==> config.mk <==
export PLATFORM = sky130hd
export DESIGN_NAME = pwm_playback_ctrl_flat
export DESIGN_NICKNAME = d
export VERILOG_FILES = /design/src/rtl/pwm_playback_ctrl_pkg.sv /design/src/rtl/pwm_playback_ctrl_if.sv /design/src/rtl/pwm_playback_ctrl_sample_tick_gen.sv /design/src/rtl/pwm_playback_ctrl.sv /design/src/flat_wrapper.sv
export SDC_FILE = /design/constraint.sdc
export NUM_CORES = 1
export LEC_CHECK = 0
export CAP_MARGIN = 20
export CORE_UTILIZATION = 49
export DETAILED_ROUTE_END_ITERATION = 7
export PLACE_DENSITY = 0.77
export SETUP_SLACK_MARGIN = 0.02
export SYNTH_ARGS = -nofsm -noshare
export SYNTH_HDL_FRONTEND = slang
export SYNTH_SLANG_ARGS = --single-unit
export TNS_END_PERCENT = 5
==> constraint.sdc <==
create_clock -name clk -period 2.45 [get_ports clk]
set_input_delay 0.49 -clock clk [delete_from_list [all_inputs] [get_ports clk]]
set_output_delay 0.49 -clock clk [all_outputs]
set_load 0.1 [all_outputs]
==> src/rtl/pwm_playback_ctrl_pkg.sv <==
`default_nettype none
// ============================================================================
// Module      : pwm_pkg
// Description : Shared types and constants for the PWM playback controller
//               and the pwmdac integration (state encoding, midscale value,
//               default sample-period divider).
// Revision    : 1.0 - initial release
// ============================================================================
package pwm_pkg;

    // Clocks per sample period: 2^SAMPLE_WIDTH clocks per PWM pulse times
    // four pulses per sample at the default 8-bit width.
    localparam int c_DEFAULT_TICK_DIV = 1024;

    typedef enum logic [2:0] {
        IDLE      = 3'd0,
        FETCH     = 3'd1,
        CAPTURE   = 3'd2,
        WAIT_TICK = 3'd3,
        DRAIN     = 3'd4
    } state_t;

    // Code that drives the DAC to 50 % duty, i.e. silence.
    function automatic int unsigned midscale(input int unsigned width);
        return 32'd1 << (width - 1);
    endfunction

endpackage
`default_nettype wire

==> src/rtl/pwm_playback_ctrl_if.sv <==
`default_nettype none
// ============================================================================
// Module      : pwm_playback_ctrl_if
// Description : Sample-RAM read port. Read data is valid exactly one cycle
//               after the strobe.
//   mem_rd   : read strobe            (master -> slave)
//   mem_addr : read address           (master -> slave)
//   mem_data : read data              (slave  -> master)
// Revision    : 1.0 - initial release
// ============================================================================
interface pwm_playback_ctrl_if #(
    parameter int ADDR_WIDTH   = 16,
    parameter int SAMPLE_WIDTH = 8
);
    logic                    mem_rd;
    logic [ADDR_WIDTH-1:0]   mem_addr;
    logic [SAMPLE_WIDTH-1:0] mem_data;

    modport master (output mem_rd, output mem_addr, input  mem_data);
    modport slave  (input  mem_rd, input  mem_addr, output mem_data);
endinterface
`default_nettype wire

==> src/rtl/pwm_playback_ctrl_sample_tick_gen.sv <==
`default_nettype none
// ============================================================================
// Module      : sample_tick_gen
// Description : Sample-period divider. Counts 0..TICK_DIV-1 while enabled
//               and flags the last count; held at zero when disabled or
//               cleared.
//   clk, rst  : clock, synchronous active-high reset
//   i_clear   : force count to zero
//   i_enable  : count while high
//   o_tick    : high while count == TICK_DIV-1 (and enabled)
// Revision    : 1.0 - initial release
// ============================================================================
module sample_tick_gen
    import pwm_pkg::*;
#(
    parameter int TICK_DIV = c_DEFAULT_TICK_DIV
) (
    input  logic clk,
    input  logic rst,
    input  logic i_clear,
    input  logic i_enable,
    output logic o_tick
);
    localparam int                 c_CNT_W = $clog2(TICK_DIV);
    localparam logic [c_CNT_W-1:0] c_LAST  = c_CNT_W'(TICK_DIV - 1);

    logic [c_CNT_W-1:0] r_count;

    always_ff @(posedge clk) begin
        if (rst || i_clear || !i_enable) begin
            r_count <= '0;
        end else if (r_count == c_LAST) begin
            r_count <= '0;
        end else begin
            r_count <= r_count + 1'b1;
        end
    end

    assign o_tick = i_enable && (r_count == c_LAST);

endmodule
`default_nettype wire

==> src/rtl/pwm_playback_ctrl.sv <==
`default_nettype none
// ============================================================================
// Module      : pwm_playback_ctrl
// Description : Plays a run of samples from sample RAM into the PWM DAC,
//               one sample per TICK_DIV clocks. One-shot or looped, with
//               abort; outputs midscale while idle.
//   clk, rst        : clock, synchronous active-high reset
//   i_start/i_stop  : one-cycle command pulses (stop wins)
//   i_loop_en       : reload base/length at end of each run
//   i_base_addr     : first sample address
//   i_length        : samples per run (0 = start ignored)
//   mem_if          : sample-RAM read port (master)
//   o_sample        : registered sample to pwmdac
//   o_sample_tick   : pulse in the cycle o_sample loads a memory value
//   o_busy          : not idle
//   o_done          : pulse on normal completion
// Revision    : 1.0 - initial release
// ============================================================================
module pwm_playback_ctrl
    import pwm_pkg::*;
#(
    parameter int SAMPLE_WIDTH = 8,
    parameter int ADDR_WIDTH   = 16,
    parameter int TICK_DIV     = c_DEFAULT_TICK_DIV
) (
    input  logic                    clk,
    input  logic                    rst,
    input  logic                    i_start,
    input  logic                    i_stop,
    input  logic                    i_loop_en,
    input  logic [ADDR_WIDTH-1:0]   i_base_addr,
    input  logic [ADDR_WIDTH-1:0]   i_length,
    pwm_playback_ctrl_if.master     mem_if,
    output logic [SAMPLE_WIDTH-1:0] o_sample,
    output logic                    o_sample_tick,
    output logic                    o_busy,
    output logic                    o_done
);
    localparam logic [SAMPLE_WIDTH-1:0] c_MIDSCALE = SAMPLE_WIDTH'(midscale(SAMPLE_WIDTH));

    state_t                  r_state;
    state_t                  w_next;
    logic [ADDR_WIDTH-1:0]   r_cur_addr;
    logic [ADDR_WIDTH-1:0]   r_remaining;
    logic [ADDR_WIDTH-1:0]   r_mem_addr;
    logic [SAMPLE_WIDTH-1:0] r_pf;
    logic [SAMPLE_WIDTH-1:0] r_sample;
    logic                    w_tick;
    logic                    w_busy;
    logic                    w_abort;
    logic                    w_accept;
    logic                    w_more;
    logic                    w_reload;
    logic                    w_clear;

    assign w_busy   = (r_state != IDLE);
    assign w_abort  = i_stop && w_busy;
    assign w_accept = (r_state == IDLE) && i_start && !i_stop && (i_length != '0);
    assign w_more   = (r_remaining != '0);
    assign w_reload = !w_more && i_loop_en && (i_length != '0);
    // Zero the divider in idle and on the way into idle, so a new start
    // always sees a full period before its first sample.
    assign w_clear  = !w_busy || (w_next == IDLE);

    sample_tick_gen #(
        .TICK_DIV (TICK_DIV)
    ) u_tick_gen (
        .clk      (clk),
        .rst      (rst),
        .i_clear  (w_clear),
        .i_enable (w_busy),
        .o_tick   (w_tick)
    );

    // State register
    always_ff @(posedge clk) begin
        if (rst) begin
            r_state <= IDLE;
        end else begin
            r_state <= w_next;
        end
    end

    // Next-state logic; abort overrides everything including a tick
    always_comb begin
        w_next = r_state;
        if (w_abort) begin
            w_next = IDLE;
        end else begin
            case (r_state)
                IDLE:      if (w_accept) w_next = FETCH;
                FETCH:     w_next = CAPTURE;
                CAPTURE:   w_next = WAIT_TICK;
                WAIT_TICK: if (w_tick) w_next = (w_more || w_reload) ? FETCH : DRAIN;
                DRAIN:     if (w_tick) w_next = IDLE;
                default:   w_next = IDLE;
            endcase
        end
    end

    // Output decode
    always_comb begin
        mem_if.mem_rd = 1'b0;
        o_sample_tick = 1'b0;
        o_done        = 1'b0;
        if (!w_abort) begin
            case (r_state)
                FETCH:     mem_if.mem_rd = 1'b1;
                WAIT_TICK: o_sample_tick = w_tick;
                DRAIN:     o_done        = w_tick;
                default:   ;
            endcase
        end
    end

    // Datapath. r_mem_addr is loaded only on entry to FETCH so the address
    // holds between reads.
    always_ff @(posedge clk) begin
        if (rst) begin
            r_cur_addr  <= '0;
            r_remaining <= '0;
            r_mem_addr  <= '0;
            r_pf        <= '0;
            r_sample    <= c_MIDSCALE;
        end else if (w_abort) begin
            r_sample    <= c_MIDSCALE;
        end else begin
            case (r_state)
                IDLE: begin
                    if (w_accept) begin
                        r_cur_addr  <= i_base_addr;
                        r_remaining <= i_length;
                        r_mem_addr  <= i_base_addr;
                    end
                end
                FETCH: begin
                    r_cur_addr  <= r_cur_addr + 1'b1;
                    r_remaining <= r_remaining - 1'b1;
                end
                CAPTURE: begin
                    r_pf <= mem_if.mem_data;
                end
                WAIT_TICK: begin
                    if (w_tick) begin
                        r_sample <= r_pf;
                        if (w_more) begin
                            r_mem_addr <= r_cur_addr;
                        end else if (w_reload) begin
                            r_cur_addr  <= i_base_addr;
                            r_remaining <= i_length;
                            r_mem_addr  <= i_base_addr;
                        end
                    end
                end
                DRAIN: begin
                    if (w_tick) r_sample <= c_MIDSCALE;
                end
                default: ;
            endcase
        end
    end

    assign mem_if.mem_addr = r_mem_addr;
    assign o_sample        = r_sample;
    assign o_busy          = w_busy;

endmodule
`default_nettype wire

==> src/flat_wrapper.sv <==
// flat-port wrapper written by rule: the top's interface ports become plain ports
module pwm_playback_ctrl_flat import pwm_pkg::*;
#(
    parameter int SAMPLE_WIDTH = 8,
    parameter int ADDR_WIDTH   = 16,
    parameter int TICK_DIV     = c_DEFAULT_TICK_DIV
)
  (clk, rst, i_start, i_stop, i_loop_en, i_base_addr, i_length, o_sample, o_sample_tick, o_busy, o_done, mem_if_mem_rd, mem_if_mem_addr, mem_if_mem_data);
  pwm_playback_ctrl_if #(.ADDR_WIDTH(ADDR_WIDTH), .SAMPLE_WIDTH(SAMPLE_WIDTH)) mem_if_i ();
  input  logic clk;
  input  logic rst;
  input  logic i_start;
  input  logic i_stop;
  input  logic i_loop_en;
  input  logic [ADDR_WIDTH-1:0] i_base_addr;
  input  logic [ADDR_WIDTH-1:0] i_length;
  output logic [SAMPLE_WIDTH-1:0] o_sample;
  output logic o_sample_tick;
  output logic o_busy;
  output logic o_done;
  output wire logic [$bits(mem_if_i.mem_rd)-1:0] mem_if_mem_rd;
  output wire logic [$bits(mem_if_i.mem_addr)-1:0] mem_if_mem_addr;
  input wire logic [$bits(mem_if_i.mem_data)-1:0] mem_if_mem_data;
  assign mem_if_mem_rd = mem_if_i.mem_rd;
  assign mem_if_mem_addr = mem_if_i.mem_addr;
  assign mem_if_i.mem_data = mem_if_mem_data;
  pwm_playback_ctrl #(.SAMPLE_WIDTH(SAMPLE_WIDTH), .ADDR_WIDTH(ADDR_WIDTH), .TICK_DIV(TICK_DIV)) u_core (.clk(clk), .rst(rst), .i_start(i_start), .i_stop(i_stop), .i_loop_en(i_loop_en), .i_base_addr(i_base_addr), .i_length(i_length), .mem_if(mem_if_i), .o_sample(o_sample), .o_sample_tick(o_sample_tick), .o_busy(o_busy), .o_done(o_done));
endmodule
# Word-level counts from Yosys, hierarchy flattened
# Cells that the tools add are included.
# Widths: inputs -> output; s select.
word_totals:
  reg_bits: 77
  input_bits: 45
  out_inout_bits: 28
  wordCells: 78
op_classes:
  add_sub_neg: 3
  eq_ne: 11
  muxes: 28
  bitwise_logic: 1
  n_reduce_logical: 28
ops:
  columns: ["op", "n"]
  rows:
  - ["$mux 16", 10]
  - ["$pmux 16 s3", 2]
  - ["$pmux 16 s2", 1]
  - ["$reduce_bool 16->1", 2]
  - ["$add 16x1->16 const B", 1]
  - ["$mux 8", 2]
  - ["$pmux 8 s2", 1]
  - ["$sub 16x1->16 const B", 1]
  - ["$mux 3", 5]
  - ["$pmux 3 s5", 1]
  - ["$add 10x1->10 const B", 1]
  - ["$eq 10x10->1 const B", 1]
  - ["$ne 2x1->1 const B", 4]
  - ["$logic_and 1x1->1", 7]
  - ["$eq 3x2->1 const B", 2]
  - ["$logic_not 3->1", 2]
  - ["$mux 1", 6]
  - ["$reduce_and 6->1", 1]
  - ["$reduce_bool 3->1", 2]
  - ["$reduce_and 5->1", 1]
  - ["$logic_or 1x1->1", 4]
  - ["$reduce_bool 2->1", 2]
  - ["$reduce_or 2->1", 2]
  - ["$eq 3x1->1 const B", 1]
  - ["7 further kinds", 9]

# Longest topological paths before layout
logic_depth:
  depth_word: 14
  mapped_depth: 10
  depth_no_buf: 7

# Cells and area by module
# A second synthesis with hierarchy kept.
hier_totals:
  cells_unflattened: 513
  hier_area_um2: 4135.2
by_module_without_submodules:
  columns: ["mod", "n_inst", "cells_per_inst", "area_per_inst_um2", "seq_area_each_um2"]
  rows:
  - ["pwm_playback_ctrl", 1, 462, 3669.8, 1341.3]
  - ["sample_tick_gen", 1, 51, 465.4, 200.2]

# Worst setup path before layout
# Ideal clock, no wire load.
synth_path:
  path_type: "flip-flop to output port"
  startpoint: "reg u_core.u_tick_gen.r_count[0]"
  endpoint: "out o_done"
  arrival_time_ns: 4.093
  t_required_ns: 1.960
  setup_slack_ns: -2.133
  stages_incl_launch_ff: 6
  path_buffers: 1
  cell_sequence: "dfxtp_1 > ha_1 > and4_1 > clkbuf_1 > nand3_1 > nor4b_1"
synth_between:
  elab_chain_len: 4
synth_rtl:
  columns: ["element", "line", "rtl"]
  rows:
  - ["from (decl)", "pwm_playback_ctrl_sample_tick_gen.sv:27", "logic [c_CNT_W-1:0] r_count;"]
  - ["from (signal assigned)", "pwm_playback_ctrl_sample_tick_gen.sv:35", "r_count <= r_count + 1'b1;"]
  - ["$eq 10x10->1", "pwm_playback_ctrl_sample_tick_gen.sv:39", "assign o_tick = i_enable && (r_count == c_LAST);"]
  - ["$logic_and 1x1->1", "pwm_playback_ctrl_sample_tick_gen.sv:39", null]
  - ["$mux 1", "pwm_playback_ctrl.sv:107", "case (r_state)"]
  - ["$mux 1", "pwm_playback_ctrl.sv:106", "if (!w_abort) begin"]
  - ["to (decl)", "flat_wrapper.sv:20", "output logic o_done;"]
# Every way passes these cells.

# Final worst setup path
layout_path:
  startpoint: "in i_length[1]"
  endpoint: "reg u_core.r_mem_addr[8] (netlist: u_core.mem_if.mem_addr[8])"
layout_between:
  elab_chain_len: 4
  elab_cells_between_ends: 6
  classes_between: "eq/ne: 2; reduce/logical: 4"
layout_rtl:
  columns: ["element", "line", "rtl"]
  rows:
  - ["from (decl)", "flat_wrapper.sv:16", "input logic [ADDR_WIDTH-1:0] i_length;"]
  - ["$reduce_bool 16->1 *", "pwm_playback_ctrl.sv:58, pwm_playback_ctrl.sv:60", null]
  - ["$logic_and 1x1->1 (on tied branches)", "pwm_playback_ctrl.sv:60, pwm_playback_ctrl.sv:58", null]
  - ["$ne 3x1->1 (no line) / $ne 2x1->1 (equally long branches)", null, null]
  - ["$reduce_and 5->1 (no line) *", null, null]
  - ["to (signal assigned)", "pwm_playback_ctrl.sv:133", "r_mem_addr <= i_base_addr;"]
  - ["to (signal assigned)", "pwm_playback_ctrl.sv:147", "r_mem_addr <= r_cur_addr;"]
  - ["to (signal assigned)", "pwm_playback_ctrl.sv:151", "r_mem_addr <= i_base_addr;"]
  - ["to (decl)", "pwm_playback_ctrl.sv:45", "logic [ADDR_WIDTH-1:0] r_mem_addr;"]
# Mark *: on every way between the ends. The rest lies on a longest branch, timed or not.
# A chain may end at the register's enable or synchronous reset.

==> impl_summary.md <==
CTS
The clock buffer count from CTS is 9. The number of buffers on the longest clock path is 2. The latest clock arrival within the worst-skew pair is between 0.3 and 0.4 ns. The number of instances resized during post-cts repair is 0. After clock tree synthesis, the clock-pin slew on the worst setup and hold paths is 0.08 ns.

The CTS root buffer is sky130_fd_sc_hd__clkbuf_8. TritonCTS built the clock tree. The level count of the clock H-tree is 3. Clock tree synthesis found a total of slightly below 80 sinks.

Post-CTS timing repair inserted 0 buffers for setup. The number of hold-repair buffers added at the cts stage is 0.

Synthesis
The number of storage elements in the synthesis netlist is 77. The share of flip-flops with an asynchronous set or reset is 0%. The mean instance size in the synthesized netlist is around 8.2 um2. Summing the sequential cell areas from Yosys gives roughly 34% of the chip area. The number of nets in the synthesized netlist is about 600. For this run, the leading register cell type out of synthesis is sky130_fd_sc_hd__dfxtp_1.

The post-synthesis cell area is about 4600 um2. The cell count after synthesis came out at 559. The number of distinct library cells after synthesis is 64. The number of warnings printed during yosys synthesis is 0. The number of enable flip-flop cells after synthesis is 0.

Routing
After detailed routing, the average wire length per cell comes to around 18 um. After the first detailed-routing iteration, the DRC count stood at between 500 and 600. The vias after detailed routing is between 4000 and 5000. The number of detailed-routing iterations run before antenna repair is 8.

The residual DRC count is 3. Wires add up to between 10 and 15 mm. Dividing the detail-routed via count by the number of cells gives ~6.3. The residual antenna-violating net count after detailed routing is 0.

STA
The worst max-slew margin expressed relative to the limit is between 50% and 60%. The worst-case clock skew is around 0.012 ns. For the pin with the worst max-slew slack, the measured transition is between 0.6 and 0.7 ns.

The max-slew violation total from the final report is 0. The final clock period utilization by the worst path is around 96%. Setup violations remaining at the end of the flow were counted as 0. The number of hold violations in the final report is 0.

Counting I/O delays and the setup requirement, the final critical path takes 2.34 ns. Derived from the worst setup path, the maximum achievable clock frequency is ~0.43 GHz.

Critical path
The worst setup path is launched from a primary input. Data on the critical path arrives at its endpoint at 2.59 ns. The critical path is of the primary input to flip-flop type. STA classifies the critical path endpoint as a flip-flop. The register-to-register path setup slack is about 0.18 ns. The largest driver fanout on the critical path is 16. The worst path required time is 2.70 ns.

The beginning of the worst register-to-register path is u_core.r_remaining[7]. Tracing the worst setup path back leads to its startpoint at i_length[1].

Die
The overall die height is slightly below 100 um. The area of the placeable core is 8850 um2. From left edge to right edge, the die measures a little under 100 um. For this configuration, the core starts out at a cell density of about half.

The initialized floorplan defines 34 standard-cell rows. The number of top-level pins is 73. The die covers roughly 9700 um2.

Global route
Across every metal layer, demand over resource in global routing totals 28.2%. After global routing the overflow that remains totals 0. The number of antenna violations at the first check in global routing was 0. The number of global-route vias before repair came to ~4600. The first global-routing pass estimated around 22 mm of wire.

The pin count of the biggest net entering global routing is 45.

Layout
The top cell types in the final layout, fill and taps aside, are sky130_fd_sc_hd__buf_4 (76), sky130_fd_sc_hd__dfxtp_1 (75), sky130_fd_sc_hd__a21oi_1 (48). From synthesis to final layout, the design area changed by 28.7%. The total non-filler cell area in the finished layout is about 5900 um2. The number of nets in the final layout is between 600 and 700. The count of antenna diodes in the layout is 0. The count of non-filler cells in the finished layout is approximately 760. In the final layout, the share of cells above drive strength 1 is 23.6%. The most common cell after layout, fill and taps aside is sky130_fd_sc_hd__buf_4.

Pwr
Combinational logic burns 27.9% of the power. The clock network is responsible for 30.5% of the overall power. VDD sags by at most ~0.00028 V. The power density over the cells is between 500 and 600 nW/um2.

The analysis attributes to net switching a power of about 1.1 mW. Cell internal power was estimated by the tool at roughly 2.2 mW. Of the total power, registers draw between 40% and 50%. Net switching is about a third of the power. For this design the static power due to leakage is approximately 2.2 nW.

Placed design
The number of placed cells counting well taps is 741. The area after detailed placement is 5640 um2. The routability congestion estimate from global placement is roughly 0.95. Summed over all nets, the half-perimeter wirelength after detailed placement is around 9 mm. In this run the tool buffered the top-level ports with between 70 and 80 buffer cells.

Min path
The worst min-delay path class is flip-flop to flip-flop. The launch instance of the worst min-delay path is u_core.u_tick_gen.r_count[0].

Run status
The run finished, with violations left. The checks that failed: design-rule violations.

Flow run
Across the run, the number of max-cap violations was 0.
path summary, 6_finish.rpt:
| kind | to | depth (start not counted) |
|---|---|---|
| worst max-delay path | u_core.mem_if.mem_addr[8] | 7 |
| worst min-delay path | u_core.u_tick_gen.r_count[0] | 1 |
| worst max register to register | u_core.r_remaining[4] | 6 |
| worst min register to register | u_core.u_tick_gen.r_count[0] | 1 |
cell families after synthesis:
kind of cell / count (synthesis) / synth area share (%)
AOI/OAI and AO/OA: 161 / 26.2
xor gates and xnor gates: 8 / 1.54
adders and majority gates: 4 / 1.10
buffers and inverters: 63 / 5.98
DFF: 77 / 33.8
muxes: 17 / 4.17
and+or+nand+nor: 229 / 27.3
state kept, by name (all words and copies together) (netlist names):
| signal | flops |
|---|---|
| u_core.mem_if.mem_addr | 16 |
| u_core.r_cur_addr | 16 |
| u_core.r_remaining | 16 |
| u_core.u_tick_gen.r_count | 10 |
| u_core.o_sample | 8 |
| u_core.r_pf | 8 |
| u_core.r_state | 3 |
cell type report:
cell class | instances | area [um2]
Clock inverter | 6 | 71.3
Timing Repair Buffer | 126 | 1130
Tap cell | 108 | 135
Multi-Input combinational cell | 419 | 2820
Clock buffer | 10 | 138
Sequential cell | 77 | 1540
Fill cell | 758 | 2970
Inverter | 11 | 41.3
critical path, stage by stage:
cell and delay (ns):
sky130_fd_sc_hd__clkdlybuf4s50_1 0.46, sky130_fd_sc_hd__nor4_2 0.44, sky130_fd_sc_hd__a41oi_1 0.29, sky130_fd_sc_hd__o21ai_1 0.19
sky130_fd_sc_hd__a21o_1 0.20, sky130_fd_sc_hd__buf_12 0.17, sky130_fd_sc_hd__mux2_1 0.33
routing by layer:
layer	global-route usage, %	part of all wire [%]	vias up
li1	-	-	2259
met1	36.5	43	2284
met2	47.1	49	194
met3	5.60	6.9	31
met4	9.30	1.5	0
met5	0	0	-
through the flow:
step	hold WS (ns)	power [mW]	util, %	TNS (ns)	worst slack [ns]
global route	0.457	3.48	66.4	-0.298	-0.0293
floorplan	0.416	1.99	-	-0.0249	-0.0249
detailed placement	0.432	2.32	63.7	-11.16	-0.274
CTS	0.444	3.32	66.1	0	0.0715
global placement	0.423	2.29	63.7	-7.09	-0.193
finish	0.441	3.33	66.4	0	0.106
cells in the mapped netlist (4+ instances only):
cell type	count	share of area (%)
sky130_fd_sc_hd__o21ai_0	23	2.5
sky130_fd_sc_hd__and2_1	4	0.55
sky130_fd_sc_hd__nor4_2	8	2.2
sky130_fd_sc_hd__mux2_2	6	1.5
sky130_fd_sc_hd__nor2b_1	21	2.9
sky130_fd_sc_hd__o32ai_2	8	2.9
sky130_fd_sc_hd__ha_1	4	1.1
sky130_fd_sc_hd__o41ai_2	4	1.4
sky130_fd_sc_hd__a22oi_1	14	2.3
sky130_fd_sc_hd__o311ai_1	5	0.96
sky130_fd_sc_hd__dfxtp_1	77	34
sky130_fd_sc_hd__a211oi_1	4	0.66
sky130_fd_sc_hd__nand2_1	48	3.9
sky130_fd_sc_hd__o32ai_1	7	1.3
sky130_fd_sc_hd__o31ai_1	10	1.6
sky130_fd_sc_hd__clkbuf_1	39	3.2
sky130_fd_sc_hd__nand4_1	6	0.82
sky130_fd_sc_hd__nand3_1	30	3.3
sky130_fd_sc_hd__mux2_1	10	2.5
sky130_fd_sc_hd__nor3_1	17	1.9
sky130_fd_sc_hd__nor2_1	47	3.9
sky130_fd_sc_hd__nor4b_1	4	0.77
sky130_fd_sc_hd__xor2_1	5	0.96
sky130_fd_sc_hd__nor4_1	16	2.2
sky130_fd_sc_hd__a21oi_1	48	5.3
sky130_fd_sc_hd__o211ai_1	7	1.2
sky130_fd_sc_hd__buf_2	5	0.55
sky130_fd_sc_hd__or3_1	4	0.55
sky130_fd_sc_hd__a41oi_1	6	1.2
sky130_fd_sc_hd__a2111oi_0	4	0.77
sky130_fd_sc_hd__inv_1	11	0.90
sky130_fd_sc_hd__and3_1	5	0.69
power groups by stage:
stage	logic (mW)	clock network, mW	registers, mW
floorplan	0.497	0	1.50
global placement	0.886	0	1.41
detailed placement	0.905	0	1.41
CTS	0.911	1.03	1.38
global route	0.989	1.09	1.40
finish	0.928	1.02	1.39
No activity file was read; power rests on OpenSTA's default activity.
==> edit (same settings) <==
`ADDR_WIDTH` is set to 16 in 3 places; all go to 17.
--- a/src/rtl/pwm_playback_ctrl_if.sv
+++ b/src/rtl/pwm_playback_ctrl_if.sv
@@ -9,7 +9,7 @@
 // Revision    : 1.0 - initial release
 // ============================================================================
 interface pwm_playback_ctrl_if #(
-    parameter int ADDR_WIDTH   = 16,
+    parameter int ADDR_WIDTH   = 17,
     parameter int SAMPLE_WIDTH = 8
 );
     logic                    mem_rd;
--- a/src/rtl/pwm_playback_ctrl.sv
+++ b/src/rtl/pwm_playback_ctrl.sv
@@ -20,7 +20,7 @@
     import pwm_pkg::*;
 #(
     parameter int SAMPLE_WIDTH = 8,
-    parameter int ADDR_WIDTH   = 16,
+    parameter int ADDR_WIDTH   = 17,
     parameter int TICK_DIV     = c_DEFAULT_TICK_DIV
 ) (
     input  logic                    clk,
--- a/src/flat_wrapper.sv
+++ b/src/flat_wrapper.sv
@@ -2,7 +2,7 @@
 module pwm_playback_ctrl_flat import pwm_pkg::*;
 #(
     parameter int SAMPLE_WIDTH = 8,
-    parameter int ADDR_WIDTH   = 16,
+    parameter int ADDR_WIDTH   = 17,
     parameter int TICK_DIV     = c_DEFAULT_TICK_DIV
 )
   (clk, rst, i_start, i_stop, i_loop_en, i_base_addr, i_length, o_sample, o_sample_tick, o_busy, o_done, mem_if_mem_rd, mem_if_mem_addr, mem_if_mem_data);
Ports: changed (resized i_base_addr, i_length and mem_if_mem_addr); port bits go from 73 to 76. The function was not compared with the original's and may differ.
==> edit against the original RTL <==
Setup slack worse by 0.015 ns; combinational power down 3.2%; area after synthesis increased by 5.5%; total power up 1.4%; count of clock-buffer cells in the layout is the same; die area increased by 5.4%; routed wire length grew 1.6%; sequential cell count increased by 3; final area increased by 2.8%; largest cell class unchanged; largest power group unchanged; highest routed layer unchanged.
==> edit: results (changes against the original RTL) <==
outcome: "complete, no violations"  # was complete, but fails checks
grt_max_degree: 61  # was 45
max-slew-margin-rel: 0.404  # was 0.554
grt_antenna_before_repair: 0  # unchanged
drt_pass1_iterations: 6  # was 8
finalCritPeriodShare: 0.963  # was 0.957
layout-drive-gt1-share: 0.170  # was 0.236
final_net_count: 723  # was 693
crit_slowest_cell: "dfxtp_2"  # was clkdlybuf4s50_1
total_leakage_power_nw: 2.34  # was 2.15 nW
ys_top_cells_by_area: "dfxtp_1 33%, o31ai_1 6.4%, nand2_1 5.8%"  # was dfxtp_1 34%, a21oi_1 5.3%, nand2_1 3.9%
drt_first_iter_violations: 396  # was 511
fin_cells: 806  # was 757
syn_nets: 651  # was 608
timing.critical_path.fanout_max: 5  # was 16
grt_pass1_wl_mm: 22.1  # was 22.0 mm
fin_hold_ws_ns: 0.454  # was 0.441 ns
portBuffers: 75  # was 72
worst_path_largest_cell_delay_ns: 0.37  # was 0.46 ns
cts.root.buffer_cell: "clkbuf_8"  # unchanged
cts_max_path_buffers: 2  # unchanged
synth.top_cells.by_count: "80 x dfxtp_1, 75 x nand2_1, 69 x nor2_1"  # was 77 x dfxtp_1, 48 x a21oi_1, 48 x nand2_1
placed_cells_incl_taps: 789  # was 741
synth-async-reset-ratio: 0  # unchanged
routed_wirelength_mm: 13.5  # was 13.3 mm
portion_of_the_post_synthesis_area_used_by_sequential_elements: 0.333  # was 0.338
placed_area_mm2: 0.00579  # was 0.00564 mm²
drt-vias-per-instance: 6.19  # was 6.30
numCtsBuffers: 9  # unchanged
clk_latency_ns: 0.35
yosysWarnings: 0  # unchanged
global_route.usage.total: 0.271  # was 0.282
timing.critical_path.max_delay_family: "simple AND/OR/NAND/NOR gates"  # was compound AO/OA/AOI/OAI gates
clock_skew_ns: 0.0120  # about the same
vdd_drop_max_uv: 318  # was 275 µV
worstHoldPathType: "register to register"  # unchanged
gp_routability_congestion: 0.871  # was 0.952
cts_htree_levels: 3  # unchanged
dp_hpwl_mm: 9.45  # was 9.21 mm
ff2ff_setup_slack_ns: 0.12  # was 0.18 ns
clk_transition_reported_paths_ns: 0.07
n_antenna_cell: 0  # unchanged
grt_pass1_vias: 4628  # was 4601
crit_arrival_ns: 1.87  # was 2.59 ns
minimum_setup_slack_after_placement_ns: -0.113  # was -0.274 ns
avg_synthesized_cell_area_um2: 8.03  # was 8.16 µm²
fill_cell_count: 814  # was 758
number_of_distinct_library_cells_after_synthesis: 73  # was 64
## edit: where the power goes
group | internal (W) | switching (W) | leakage [nW]
logic | 0.000335 | 0.000563 | 1.57
registers | 0.00136 | 0.0000671 | 0.653
clock network | 0.000571 | 0.000479 | 0.110
## edit: what timing repair did
item,4_1_cts,5_1_grt
pin swaps,1,1
buffers inserted,0,0
cloned,0,1
setup endpoints to repair,2,9
resized for setup,3,5
## edit: area by class of cell
cell class | instances | area (µm²) | area share
Multi-Input combinational cell | 460 | 2960 | 0.490
Sequential cell | 80 | 1610 | 0.266
Timing Repair Buffer | 112 | 1070 | 0.177
Tap cell | 129 | 161 | 0.0267
Clock buffer | 10 | 128 | 0.0211
Clock inverter | 6 | 83.8 | 0.0139
Inverter | 9 | 33.8 | 0.00559
## edit: routing by layer
layer,global-route usage,wire length (µm),vias to the layer above
met3,0.0524,924,32
li1,-,-,2397
met4,0.0925,293,0
met1,0.361,6010,2345
met2,0.440,6240,214
met5,0,0,-
## edit: final timing paths
kind | start | endpoint | cells past startpoint
worst max-delay path | u_core.u_tick_gen.r_count[0]$_SDFF_PP0_ | o_done | 6
worst min-delay path | u_core.u_tick_gen.r_count[0]$_SDFF_PP0_ | u_core.u_tick_gen.r_count[0]$_SDFF_PP0_ | 1
worst max register to register | u_core.r_remaining[12]$_SDFFE_PP0P_ | u_core.r_remaining[2]$_SDFFE_PP0P_ | 5
worst min register to register | u_core.u_tick_gen.r_count[0]$_SDFF_PP0_ | u_core.u_tick_gen.r_count[0]$_SDFF_PP0_ | 1
## edit: cell families after synthesis
logic type,count (synthesis),share of synthesized area
flops,80,0.333
fa+ha+maj,5,0.0125
xor+xnor,8,0.0145
simple gates,251,0.262
compound gates,178,0.275
buf+inv,61,0.0681
mux,17,0.0353
